==> src/rtl/rr_packet_arbiter_if.sv <==
// Handshake bundle between the input ports, the arbiter and the downstream link.
// The master side drives requests, tails and credit returns; the slave side is the arbiter.
interface rr_packet_arbiter_if #(
    parameter int CW = 3
) ();
    logic [4:0]    req;
    logic [4:0]    tail;
    logic          credit_in;
    logic [4:0]    grant;
    logic [4:0]    xbar_sel;
    logic          valid_out;
    logic [CW-1:0] credit_cnt;
    logic          credit_err;

    modport master (
        output req, tail, credit_in,
        input  grant, xbar_sel, valid_out, credit_cnt, credit_err
    );

    modport slave (
        input  req, tail, credit_in,
        output grant, xbar_sel, valid_out, credit_cnt, credit_err
    );
endinterface

==> src/rtl/rr_packet_arbiter.sv <==
// Round-robin, packet-locked output-port arbiter for a 5-port mesh router (L,N,E,W,S)
// with credit-based flow control toward the downstream input buffer.
module rr_packet_arbiter #(
    parameter int CREDITS = 4,
    parameter int CW      = 3
) (
    input logic                clk,
    input logic                rst,
    rr_packet_arbiter_if.slave bus
);
    typedef enum logic {IDLE = 1'b0, BUSY = 1'b1} state_t;

    localparam logic [CW-1:0] CRED_MAX = CW'(CREDITS);
    localparam logic [CW-1:0] CRED_ONE = CW'(1);

    state_t        state_q, state_d;
    logic [2:0]    owner_q, owner_d;
    logic [2:0]    ptr_q, ptr_d;
    logic [CW-1:0] credit_q, credit_d;
    logic          err_q, err_d;

    logic [4:0]    owner_oh_s;
    logic [4:0]    grant_s;
    logic          valid_s;
    logic [2:0]    winner_s;
    logic [2:0]    idx_s;
    logic          found_s;

    function automatic logic [4:0] onehot5(input logic [2:0] idx);
        logic [4:0] oh;
        case (idx)
            3'd0:    oh = 5'b00001;
            3'd1:    oh = 5'b00010;
            3'd2:    oh = 5'b00100;
            3'd3:    oh = 5'b01000;
            3'd4:    oh = 5'b10000;
            default: oh = 5'b00000;
        endcase
        return oh;
    endfunction

    function automatic logic [2:0] inc_mod5(input logic [2:0] v);
        logic [2:0] r;
        if (v >= 3'd4) begin
            r = 3'd0;
        end else begin
            r = v + 3'd1;
        end
        return r;
    endfunction

    assign owner_oh_s = onehot5(owner_q);

    // Round-robin search: first requesting port at or after ptr, wrapping mod 5
    always_comb begin
        winner_s = ptr_q;
        found_s  = 1'b0;
        idx_s    = ptr_q;
        for (int k = 0; k < 5; k++) begin
            if (!found_s && (|(bus.req & onehot5(idx_s)))) begin
                winner_s = idx_s;
                found_s  = 1'b1;
            end else begin
                found_s  = found_s;
            end
            idx_s = inc_mod5(idx_s);
        end
    end

    // Packet-lock FSM: arbitrate in IDLE, hold the owner until its tail flit is granted
    always_comb begin
        state_d = state_q;
        owner_d = owner_q;
        ptr_d   = ptr_q;
        grant_s = 5'b00000;
        case (state_q)
            IDLE: begin
                if (found_s) begin
                    owner_d = winner_s;
                    state_d = BUSY;
                end else begin
                    state_d = IDLE;
                end
            end
            BUSY: begin
                if ((|(bus.req & owner_oh_s)) && (credit_q != {CW{1'b0}})) begin
                    grant_s = owner_oh_s;
                    if (|(bus.tail & owner_oh_s)) begin
                        state_d = IDLE;
                        ptr_d   = inc_mod5(owner_q);
                    end else begin
                        state_d = BUSY;
                    end
                end else begin
                    grant_s = 5'b00000;
                end
            end
            default: begin
                state_d = IDLE;
            end
        endcase
    end

    assign valid_s = |grant_s;

    // Credit counter; a return at full count is a protocol error and leaves the count alone
    always_comb begin
        credit_d = credit_q;
        err_d    = err_q;
        if (valid_s && !bus.credit_in) begin
            credit_d = credit_q - CRED_ONE;
        end else if (!valid_s && bus.credit_in) begin
            if (credit_q >= CRED_MAX) begin
                err_d = 1'b1;
            end else begin
                credit_d = credit_q + CRED_ONE;
            end
        end else begin
            credit_d = credit_q;
        end
    end

    // State, owner, pointer and credit registers
    always_ff @(posedge clk) begin
        if (rst) begin
            state_q  <= IDLE;
            owner_q  <= 3'd0;
            ptr_q    <= 3'd0;
            credit_q <= CRED_MAX;
            err_q    <= 1'b0;
        end else begin
            state_q  <= state_d;
            owner_q  <= owner_d;
            ptr_q    <= ptr_d;
            credit_q <= credit_d;
            err_q    <= err_d;
        end
    end

    assign bus.grant      = grant_s;
    assign bus.valid_out  = valid_s;
    assign bus.xbar_sel   = (state_q == BUSY) ? owner_oh_s : 5'b00000;
    assign bus.credit_cnt = credit_q;
    assign bus.credit_err = err_q;
endmodule

==> src/flat_wrapper.sv <==
// flat-port wrapper written by rule: the top's interface ports become plain ports
module rr_packet_arbiter_flat 
#(
    parameter int CREDITS = 4,
    parameter int CW      = 3
)
  (clk, rst, bus_req, bus_tail, bus_credit_in, bus_grant, bus_xbar_sel, bus_valid_out, bus_credit_cnt, bus_credit_err);
  rr_packet_arbiter_if #(.CW(CW)) bus_i ();
  input logic clk;
  input logic rst;
  input wire logic [$bits(bus_i.req)-1:0] bus_req;
  input wire logic [$bits(bus_i.tail)-1:0] bus_tail;
  input wire logic [$bits(bus_i.credit_in)-1:0] bus_credit_in;
  output wire logic [$bits(bus_i.grant)-1:0] bus_grant;
  output wire logic [$bits(bus_i.xbar_sel)-1:0] bus_xbar_sel;
  output wire logic [$bits(bus_i.valid_out)-1:0] bus_valid_out;
  output wire logic [$bits(bus_i.credit_cnt)-1:0] bus_credit_cnt;
  output wire logic [$bits(bus_i.credit_err)-1:0] bus_credit_err;
  assign bus_i.req = bus_req;
  assign bus_i.tail = bus_tail;
  assign bus_i.credit_in = bus_credit_in;
  assign bus_grant = bus_i.grant;
  assign bus_xbar_sel = bus_i.xbar_sel;
  assign bus_valid_out = bus_i.valid_out;
  assign bus_credit_cnt = bus_i.credit_cnt;
  assign bus_credit_err = bus_i.credit_err;
  rr_packet_arbiter #(.CREDITS(CREDITS), .CW(CW)) u_core (.clk(clk), .rst(rst), .bus(bus_i));
endmodule
==> config.mk <==
export PLATFORM = sky130hd
export DESIGN_NAME = rr_packet_arbiter_flat
export DESIGN_NICKNAME = d
export VERILOG_FILES = /design/src/rtl/rr_packet_arbiter_if.sv /design/src/rtl/rr_packet_arbiter.sv /design/src/flat_wrapper.sv
export SDC_FILE = /design/constraint.sdc
export NUM_CORES = 1
export LEC_CHECK = 0
export BUFFER_PORTS_ARGS = -buffer_cell sky130_fd_sc_hd__buf_2
export CAP_MARGIN = 20
export CORE_MARGIN = 2
export CORE_UTILIZATION = 43
export DETAILED_ROUTE_END_ITERATION = 7
export HOLD_SLACK_MARGIN = 0.08
export PLACE_DENSITY = 0.68
export SYNTH_ARGS = -nofsm -noshare
export SYNTH_HDL_FRONTEND = slang
export SYNTH_SLANG_ARGS = --single-unit
==> constraint.sdc <==
create_clock -name clk -period 4.3 [get_ports clk]
set_clock_uncertainty 0.05 [all_clocks]
set_input_delay 0 -clock clk [delete_from_list [all_inputs] [get_ports clk]]
set_output_delay 0 -clock clk [all_outputs]
set_load 0.01 [all_outputs]
## Yosys cells after proc, flatten, opt, wreduce, memory -nomap -nowiden

Cells that the tools add are included.

| cells by class | value |
|---|---|
| $mul | 0 |
| add/sub/neg operators | 7 |
| multiplexer cells | 30 |
| bitwise logic cells | 9 |
| shifts and indexed selects | 0 |
| reduce and logical (&&, ||, !) cells | 33 |
| divide/modulo/power cells | 0 |
| eq/ne operators | 25 |
| $lt $le $gt $ge | 6 |

Operators by type and width:

| operator | count |
|---|---|
| $pmux 5 s5 | 6 |
| $reduce_or 5->1 | 8 |
| $eq 3x2->1 const B | 12 |
| $mux 3 | 12 |
| $and 5x5->5 | 7 |
| $add 3x1->3 const B | 6 |
| $eq 3x1->1 const B | 6 |
| $eq 3x3->1 const B | 6 |
| $ge 3x3->1 const B | 6 |
| $logic_not 3->1 | 6 |
| $mux 5 | 3 |
| $mux 1 | 8 |
| $logic_and 1x1->1 | 7 |
| $logic_not 1->1 | 6 |
| $reduce_and 3->1 | 2 |
| $reduce_and 2->1 | 2 |
| $reduce_bool 3->1 | 1 |
| $sub 3x1->3 const B | 1 |
| $ne 2x1->1 const B | 1 |
| $not 1->1 | 2 |
| $pmux 1 s2 | 1 |
| $reduce_bool 2->1 | 1 |

| word-level totals | value |
|---|---|
| memories | 0 |
| latch bits | 0 |
| input port bits | 13 |
| register bits | 11 |
| RAM bits | 0 |
| bits in read-only memories | 0 |
| logic and storage cells | 115 |

## Logic depth before layout (Yosys ltp)

Gate-level depths: netlist of run 1.

| depth | value |
|---|---|
| depth after elaboration | 19 |
| depth in mapped cells | 19 |
| gate-level depth less buffers | 19 |

## Worst setup path after synthesis of run 1

No wires, ideal clock.

| timing path | value |
|---|---|
| kind | flip-flop to flip-flop |
| start point | register u_core.ptr_q[2] |
| end point | register u_core.owner_q[2] |
| arrival time | 3.782 ns |
| path buffers | 1 |
| period minus slack after synthesis | 3.967 ns |
| cell stages (with the launch flop) | 20 |
| path slack | 0.333 ns |
| data required time | 4.115 ns |
| cell sequence | dfxtp_1 > buf_2 > inv_1 > ha_1 > nor2_2 > inv_1 > ha_1 > o21ba_4 > inv_1 > ha_1 > nor2_1 > inv_1 > ha_1 > a22oi_1 > a221oi_1 > a31o_2 > nor4_1 > nand2_1 > o22ai_1 > a211oi_1 |

| on the way | value |
|---|---|
| cells in the longest elaborated chain, start to end | 18 |
| elaborated cells between the ends (all ways) | 70 |
| those cells by class | 4 x add/sub; 4 x order compare; 20 x eq/ne; 18 x mux; 5 x bitwise; 19 x reduce/logical |

RTL lines:

| element | line | text |
|---|---|---|
| from (decl) | rr_packet_arbiter.sv:18 | `logic [2:0] ptr_q, ptr_d;` |
| from (signal assigned) | rr_packet_arbiter.sv:134 | `ptr_q <= ptr_d;` |
| parallel branches: the longest is 18 deep, another holds $add 3x1->3 | -- |  |
| to (signal assigned) | rr_packet_arbiter.sv:133 | `owner_q <= owner_d;` |
| to (decl) | rr_packet_arbiter.sv:17 | `logic [2:0] owner_q, owner_d;` |

Several ways; the timed one is not identified.
A chain may end at the register's enable or synchronous reset.

## Final worst setup path of run 1

| timing path | value |
|---|---|
| start point | register u_core.ptr_q[1] |
| end point | register u_core.owner_q[1] |

The elaborated chain is that of the path after synthesis.

==> flow_summary_export.csv, run 1 <==
group,metric,value,unit
clock_network,numCtsBuffers,3,
detailed_routing,num_vias,1458,
timing,setup-violations-final,0,
synthesis,synth.most_common_cell,"ha_1",
worst_setup_path,critical_path_buf_inv_count,4,
clock_network,cts_tree,"yes",
worst_setup_path,worstSetupStartpointType,"register",
synthesis,syn_area,1510,µm²
worst_hold_path,hold_class,"in2reg",
worst_setup_path,arrival,4.15,ns
synthesis,yosysTopAreaCell,"ha_1",
synthesis,syn-num-nets,232,
placement,place_congestion,0.910,
clock_network,clkLatencyLatePin,0.27,ns
synthesis,synth_area_leaders,"ha_1, dfxtp_1, inv_1, mux2i_1, nor2_1",
flow_run,cap_violations,0,
synthesis,yosys_warnings,0,
detailed_routing,drc,0,
finish,final_nets,269,
worst_setup_path,path_class,"reg2reg",
power_and_ir_drop,peakVddDrop,0.000667,V
grt,grt_pass1_wl,6090,µm
power_and_ir_drop,p_leak,0.889,nW
clock_network,clock_tree.root_cell,"clkbuf_4",
power_and_ir_drop,powerDensity,791,nW/µm²
placement,place_area,1730,µm²
worst_setup_path,slowest_stage,"dfxtp_1",
detailed_routing,wl_per_cell,13.7,µm
worst_setup_path,crit_family,"compound AO/OA/AOI/OAI gates",
detailed_routing,dr.pass1.iters,4,
detailed_routing,via_per_inst,5.34,
detailed_routing,drt_wl_total,3750,µm
grt,overflow,0,
timing,period_needed,4.02,ns
finish,area_delta_synth_final,20.5,%
worst_setup_path,cp-end-kind,"register",
grt,grt_max_degree,14,
placement,port_buffers,27,
worst_setup_path,critical_path.max_fanout,6,
worst_setup_path,critPathRequiredTime,4.43,ns
finish,layout-drive-gt1-share,22.0,%
detailed_routing,ant_nets,0,
placement,dp.final_hpwl,2900,µm
worst_setup_path,worstPathCellList,"inv_1 -> ha_1 -> nand2_1 -> inv_1 -> ha_1 -> ha_1 -> o21ba_4 -> inv_1 -> ha_4 -> nor2_1 -> inv_1 -> ha_1 -> a22oi_1 -> a221oi_1 -> a31o_2 -> nor3b_4 -> o21ba_2 -> a21oi_2 -> o32ai_2",
floorplan,die_area,4000,µm²
grt,antenna_found_initial,0,
floorplan,die_y,63.3,µm
timing,clock.fmax,249,MHz
synthesis,avgSynthCellArea,7.91,µm²
timing,fin_tns_setup,0,ns
synthesis,async_flop_share,0,%
timing,drv_slew,0,
floorplan,io_pins,28,
clock_network,cts.sinks,11,
finish,stdcell_area,1820,µm²
timing,hold_viol,0,
synthesis,netlist.area_leader.share,22.4,%
synthesis,synth-edff-count,0,
timing,rsz0062_at_grt,"no",
synthesis,synth_common_cells,"ha_1, inv_1, nor2_1",
clock_network,cts_max_path_buffers,2,
finish,antenna_cells,0,
timing,min_period_over_period,93.4,%
run_status,status,"finished clean",
floorplan,die_x,63.3,µm
clock_network,h-tree-depth,1,
worst_setup_path,critPathMaxStageDelay,0.38,ns
grt,grt_usage,18.6,%
grt,grt_pass1_vias,1375,
timing,worst_slew_pin_slew,0.396,ns
synthesis,ys.flop_type,"dfxtp_1",
floorplan,rows,21,
detailed_routing,drtIter0Drc,85,
floorplan,coreArea,3360,µm²
finish,n_fill_cell,349,
synthesis,ys_types,50,
synthesis,ys_ff_latch,11,
clock_network,path_clk_slew,0.08,ns
floorplan,start_util,44.9,%
timing,slew_headroom,73.5,%
synthesis,netlist_instances,191,
synthesis,ys_seq_area_share,14.6,%
==> cells by family (layout without fill, tap and decap cells) <==
family | after synthesis | in the layout | share of synthesized area, %
adder cells (fa/ha/maj) | 28 | 28 | 23.7
AO/OA/AOI/OAI | 59 | 59 | 28.9
buffers and inverters | 29 | 65 | 7.28
flip-flops | 11 | 11 | 14.6
multiplexers | 9 | 9 | 6.29
XOR/XNOR | 1 | 1 | 0.580
AND/OR/NAND/NOR | 54 | 54 | 18.7
==> power by group <==
group	internal (mW)	total, mW	switching [mW]
sequential	0.128	0.167	0.0388
clock	0.0359	0.0719	0.0360
combinational	0.514	1.20	0.690
total	0.677	1.44	0.765
==> timing repair <==
| item | 4_1_cts | 5_1_grt |
|---|---|---|
| endpoints found under the setup margin | 0 | 3 |
| setup buffers | 0 | 2 |
| endpoints found under the hold margin | 10 | 0 |
| resized for setup | 0 | 6 |
| hold buffers | 2 | 0 |
==> metal layers <==
layer,part of all wire (%),global-route usage [%],wire length [µm]
met1,51,25.4,1910
met4,1.3,5.43,49
met5,0,0,0
met3,3.4,2.14,128
met2,44,30.7,1660
==> final cells by class <==
cell class / instances / area, µm² / share of cell area [%]
clock buffers: 4 / 26.3 / 1.44
flip-flops and latches: 11 / 220 / 12.1
well taps: 46 / 57.6 / 3.16
repair buffers: 36 / 208 / 11.4
inverters: 25 / 93.8 / 5.15
multi-input cells: 151 / 1220 / 66.8
==> per-stage QoR <==
stage | instances | hold slack, ns | util (%) | setup slack [ns] | total power, mW
final | 273 | 0.222 | 54.2 | 0.283 | 1.44
after global routing | 273 | 0.258 | 54.2 | 0.0499 | 1.56
after detailed placement | 265 | 0.282 | 51.3 | 0.172 | 1.28
after CTS | 271 | 0.208 | 52.7 | 0.137 | 1.35
after floorplan | 191 | 0.112 | - | 0.333 | 1.02
after global placement | 265 | 0.280 | 51.3 | 0.295 | 1.28
==> state kept, by name, indices dropped and copies added (netlist names) <==
name,flops
u_core.bus.credit_cnt,3
u_core.state_q,1
u_core.owner_q,3
u_core.ptr_q,3
u_core.bus.credit_err,1
==> worst register-to-register path, cell delays in order, from the launching register on <==
cell,delay (ns)
dfxtp_1,0.38
inv_1,0.09
ha_1,0.27
nand2_1,0.11
inv_1,0.09
ha_1,0.21
ha_1,0.34
o21ba_4,0.28
inv_1,0.12
ha_4,0.29
nor2_1,0.16
inv_1,0.08
ha_1,0.21
a22oi_1,0.15
a221oi_1,0.10
a31o_2,0.27
nor3b_4,0.18
o21ba_2,0.26
a21oi_2,0.06
o32ai_2,0.24
==> layout by cell type, fill, tap and decap left out, types with 2 or more instances in the layout <==
| master | synthesis | routed |
|---|---|---|
| a211oi_1 | 4 | 4 |
| a21o_1 | 3 | 3 |
| a21oi_1 | 12 | 11 |
| a21oi_2 | 1 | 2 |
| a222oi_1 | 2 | 2 |
| a22oi_1 | 5 | 5 |
| a31oi_1 | 2 | 2 |
| and2_1 | 8 | 8 |
| and3_1 | 2 | 2 |
| buf_2 | 1 | 27 |
| buf_4 | 0 | 7 |
| clkbuf_4 | 0 | 3 |
| dfxtp_1 | 11 | 11 |
| dlygate4sd3_1 | 0 | 2 |
| ha_1 | 27 | 26 |
| inv_1 | 25 | 25 |
| mux2i_1 | 8 | 8 |
| nand2_1 | 9 | 9 |
| nand2b_1 | 4 | 4 |
| nand3_1 | 2 | 2 |
| nor2_1 | 19 | 19 |
| nor2b_1 | 2 | 2 |
| o21a_1 | 3 | 3 |
| o21ai_0 | 9 | 9 |
==> path summary, 6_finish.rpt <==
| check | slack [ns] | endpoint | depth (start not counted) | start |
|---|---|---|---|---|
| worst max register to register | 0.28 | u_core.owner_q[1] | 19 | u_core.ptr_q[1] |
| worst min-delay path | 0.22 | u_core.ptr_q[1] | 5 | bus_tail[3] |
| worst min register to register | 0.44 | u_core.bus.credit_err | 2 | u_core.bus.credit_err |
| worst max-delay path | 0.28 | u_core.owner_q[1] | 19 | u_core.ptr_q[1] |
Note: power is estimated with default switching activity, not from simulation.
==> inputs of run 2 (changes only) <==
--- a/config.mk
+++ b/config.mk
@@ -7,11 +7,13 @@
 export LEC_CHECK = 0
 export BUFFER_PORTS_ARGS = -buffer_cell sky130_fd_sc_hd__buf_2
 export CAP_MARGIN = 20
+export CELL_PAD_IN_SITES_DETAIL_PLACEMENT = 0
+export CELL_PAD_IN_SITES_GLOBAL_PLACEMENT = 1
 export CORE_MARGIN = 2
-export CORE_UTILIZATION = 43
+export CORE_UTILIZATION = 41
 export DETAILED_ROUTE_END_ITERATION = 7
 export HOLD_SLACK_MARGIN = 0.08
-export PLACE_DENSITY = 0.68
+export PLACE_DENSITY_LB_ADDON = 0.15
 export SYNTH_ARGS = -nofsm -noshare
 export SYNTH_HDL_FRONTEND = slang
 export SYNTH_SLANG_ARGS = --single-unit
==> run 2 against run 1 <==
  * Critical path depth down 1
  * Die area up 4.6%
  * Clock-buffer cell count down 1
  * First-iteration DRC count down 16%
  * Routed wire length up 7.0%
  * Largest power group unchanged
  * Register-to-register slack worse by 0.02 ns
  * Total power up 6.5%
==> flow_summary_export.csv, run 2 (synthesized netlist as in run 1, its figures left out) <==
group,metric,value,unit
run_status,status,"finished clean",
timing,drv_slew,0,
grt,overflow,0,
finish,antenna_cells,0,
worst_setup_path,arrival,4.15,ns
finish,post-route-util,51.0,%
worst_setup_path,cp-end-kind,"register",
grt,grt_max_degree,14,
finish,stdcell_count,273,
timing,clock.fmax,248,MHz
floorplan,coreArea,3610,µm²
floorplan,die_area,4190,µm²
detailed_routing,num_vias,1503,
clock_network,numCtsBuffers,3,
timing,worst_slew_pin_slew,0.383,ns
floorplan,die_y,64.7,µm
clock_network,cts_max_path_buffers,2,
timing,period_needed,4.04,ns
worst_setup_path,reg2reg_depth,18,
floorplan,start_util,41.9,%
placement,dp.final_hpwl,3110,µm
worst_setup_path,critical_path.max_fanout,6,
power_and_ir_drop,power,1.54,mW
placement,port_buffers,27,
worst_hold_path,hold_class,"in2reg",
timing,hold_viol,0,
finish,layout-drive-gt1-share,24.0,%
power_and_ir_drop,peakVddDrop,0.000588,V
worst_hold_path,holdPathStages,4,
finish,layout_common_cells,"buf_2, ha_1, inv_1",
placement,placedCellCount,267,
detailed_routing,dr.pass1.iters,4,
timing,slew_headroom,73.8,%
worst_setup_path,critPathRequiredTime,4.41,ns
clock_network,clkLatencyLatePin,0.25,ns
worst_setup_path,worstSetupStartpointType,"register",
clock_network,cts.sinks,11,
detailed_routing,drtIter0Drc,71,
detailed_routing,via_per_inst,5.51,
clock_network,clock_tree.root_cell,"clkbuf_8",
detailed_routing,ant_nets,0,
grt,grt_usage,20.0,%
grt,grt_pass1_vias,1524,
clock_network,h-tree-depth,1,
timing,min_period_over_period,93.9,%
finish,layout_commonest_cell,"buf_2",
timing,fin_tns_setup,0,ns
timing,setup-violations-final,0,
flow_run,cap_violations,0,
detailed_routing,wl_per_cell,14.7,µm
power_and_ir_drop,p_leak,0.891,nW
finish,area_delta_synth_final,21.6,%
finish,final_nets,267,
floorplan,rows,22,
placement,place_congestion,0.858,
worst_setup_path,path_class,"reg2reg",
floorplan,die_x,64.7,µm
grt,grt_pass1_wl,6690,µm
clock_network,path_clk_slew,0.05,ns
timing,rsz0062_at_grt,"no",
power_and_ir_drop,powerDensity,835,nW/µm²
grt,antenna_found_initial,0,
clock_network,cts_tree,"yes",
detailed_routing,drt_wl_total,4010,µm
timing,fin_ws,0.261,ns
floorplan,io_pins,28,
placement,dpl_worst_slack,0.160,ns
detailed_routing,drc,0,
==> run 2: worst max-delay path, cell delays in order, from the launching register on <==
cell and delay [ns]:
dfxtp_2 0.34, ha_1 0.20, ha_1 0.32, nor2_4 0.16, inv_1 0.08, ha_1 0.36, o21ba_4 0.29, clkinvlp_4 0.14
ha_4 0.28, nor2_1 0.14, inv_1 0.08, ha_1 0.21, a22oi_1 0.18, a221oi_2 0.08, a31o_2 0.27, nor3b_4 0.18
o21ba_2 0.26, a21oi_2 0.07, o32ai_2 0.24
==> run 2: path summary, 6_finish.rpt <==
kind	from	slack, ns	end
setup reg to reg	u_core.ptr_q[0]	0.26	u_core.owner_q[1]
hold / removal	bus_credit_in	0.10	u_core.bus.credit_err
hold reg to reg	u_core.bus.credit_err	0.42	u_core.bus.credit_err
setup / recovery	u_core.ptr_q[0]	0.26	u_core.owner_q[1]
==> run 2: metrics by stage <==
stage | hold slack (ns) | cell area [µm²]
finish | 0.102 | 1840
CTS | 0.108 | 1780
global placement | 0.283 | 1730
global route | 0.129 | 1840
floorplan | 0.112 | 1510
detailed placement | 0.292 | 1730
==> run 2: cell type report <==
type	instances	area [µm²]
Clock inverter	1	5.00
Timing Repair Buffer	34	190
Fill cell	362	1770
Tap cell	48	60.1
Clock buffer	3	41.3
Multi-Input combinational cell	151	1220
Sequential cell	11	223
Inverter	25	97.6
==> run 2: report_power, final <==
part	internal (mW)	leakage, nW	total (mW)	switching (mW)
Combinational	0.545	0.774	1.26	0.716
Sequential	0.129	0.0911	0.167	0.0378
Clock	0.0641	0.0255	0.108	0.0441
==> run 2: routing by layer <==
| metal | up-vias | wire (µm) | track usage, % | share of wire, % |
|---|---|---|---|---|
| met4 | 0 | 61 | 6.65 | 1.5 |
| met3 | 9 | 218 | 3.30 | 5.4 |
| met5 | - | 0 | 0 | 0 |
| li1 | 750 | - | - | - |
| met1 | 697 | 1700 | 22.3 | 42 |
| met2 | 47 | 2040 | 37.9 | 51 |
==> run 2: timing repair <==
item,in CTS,in global routing
gates resized for setup,0,10
hold buffers,1,0
setup buffers,0,1
endpoints found under the hold margin,8,0
endpoints found under the setup margin,0,4
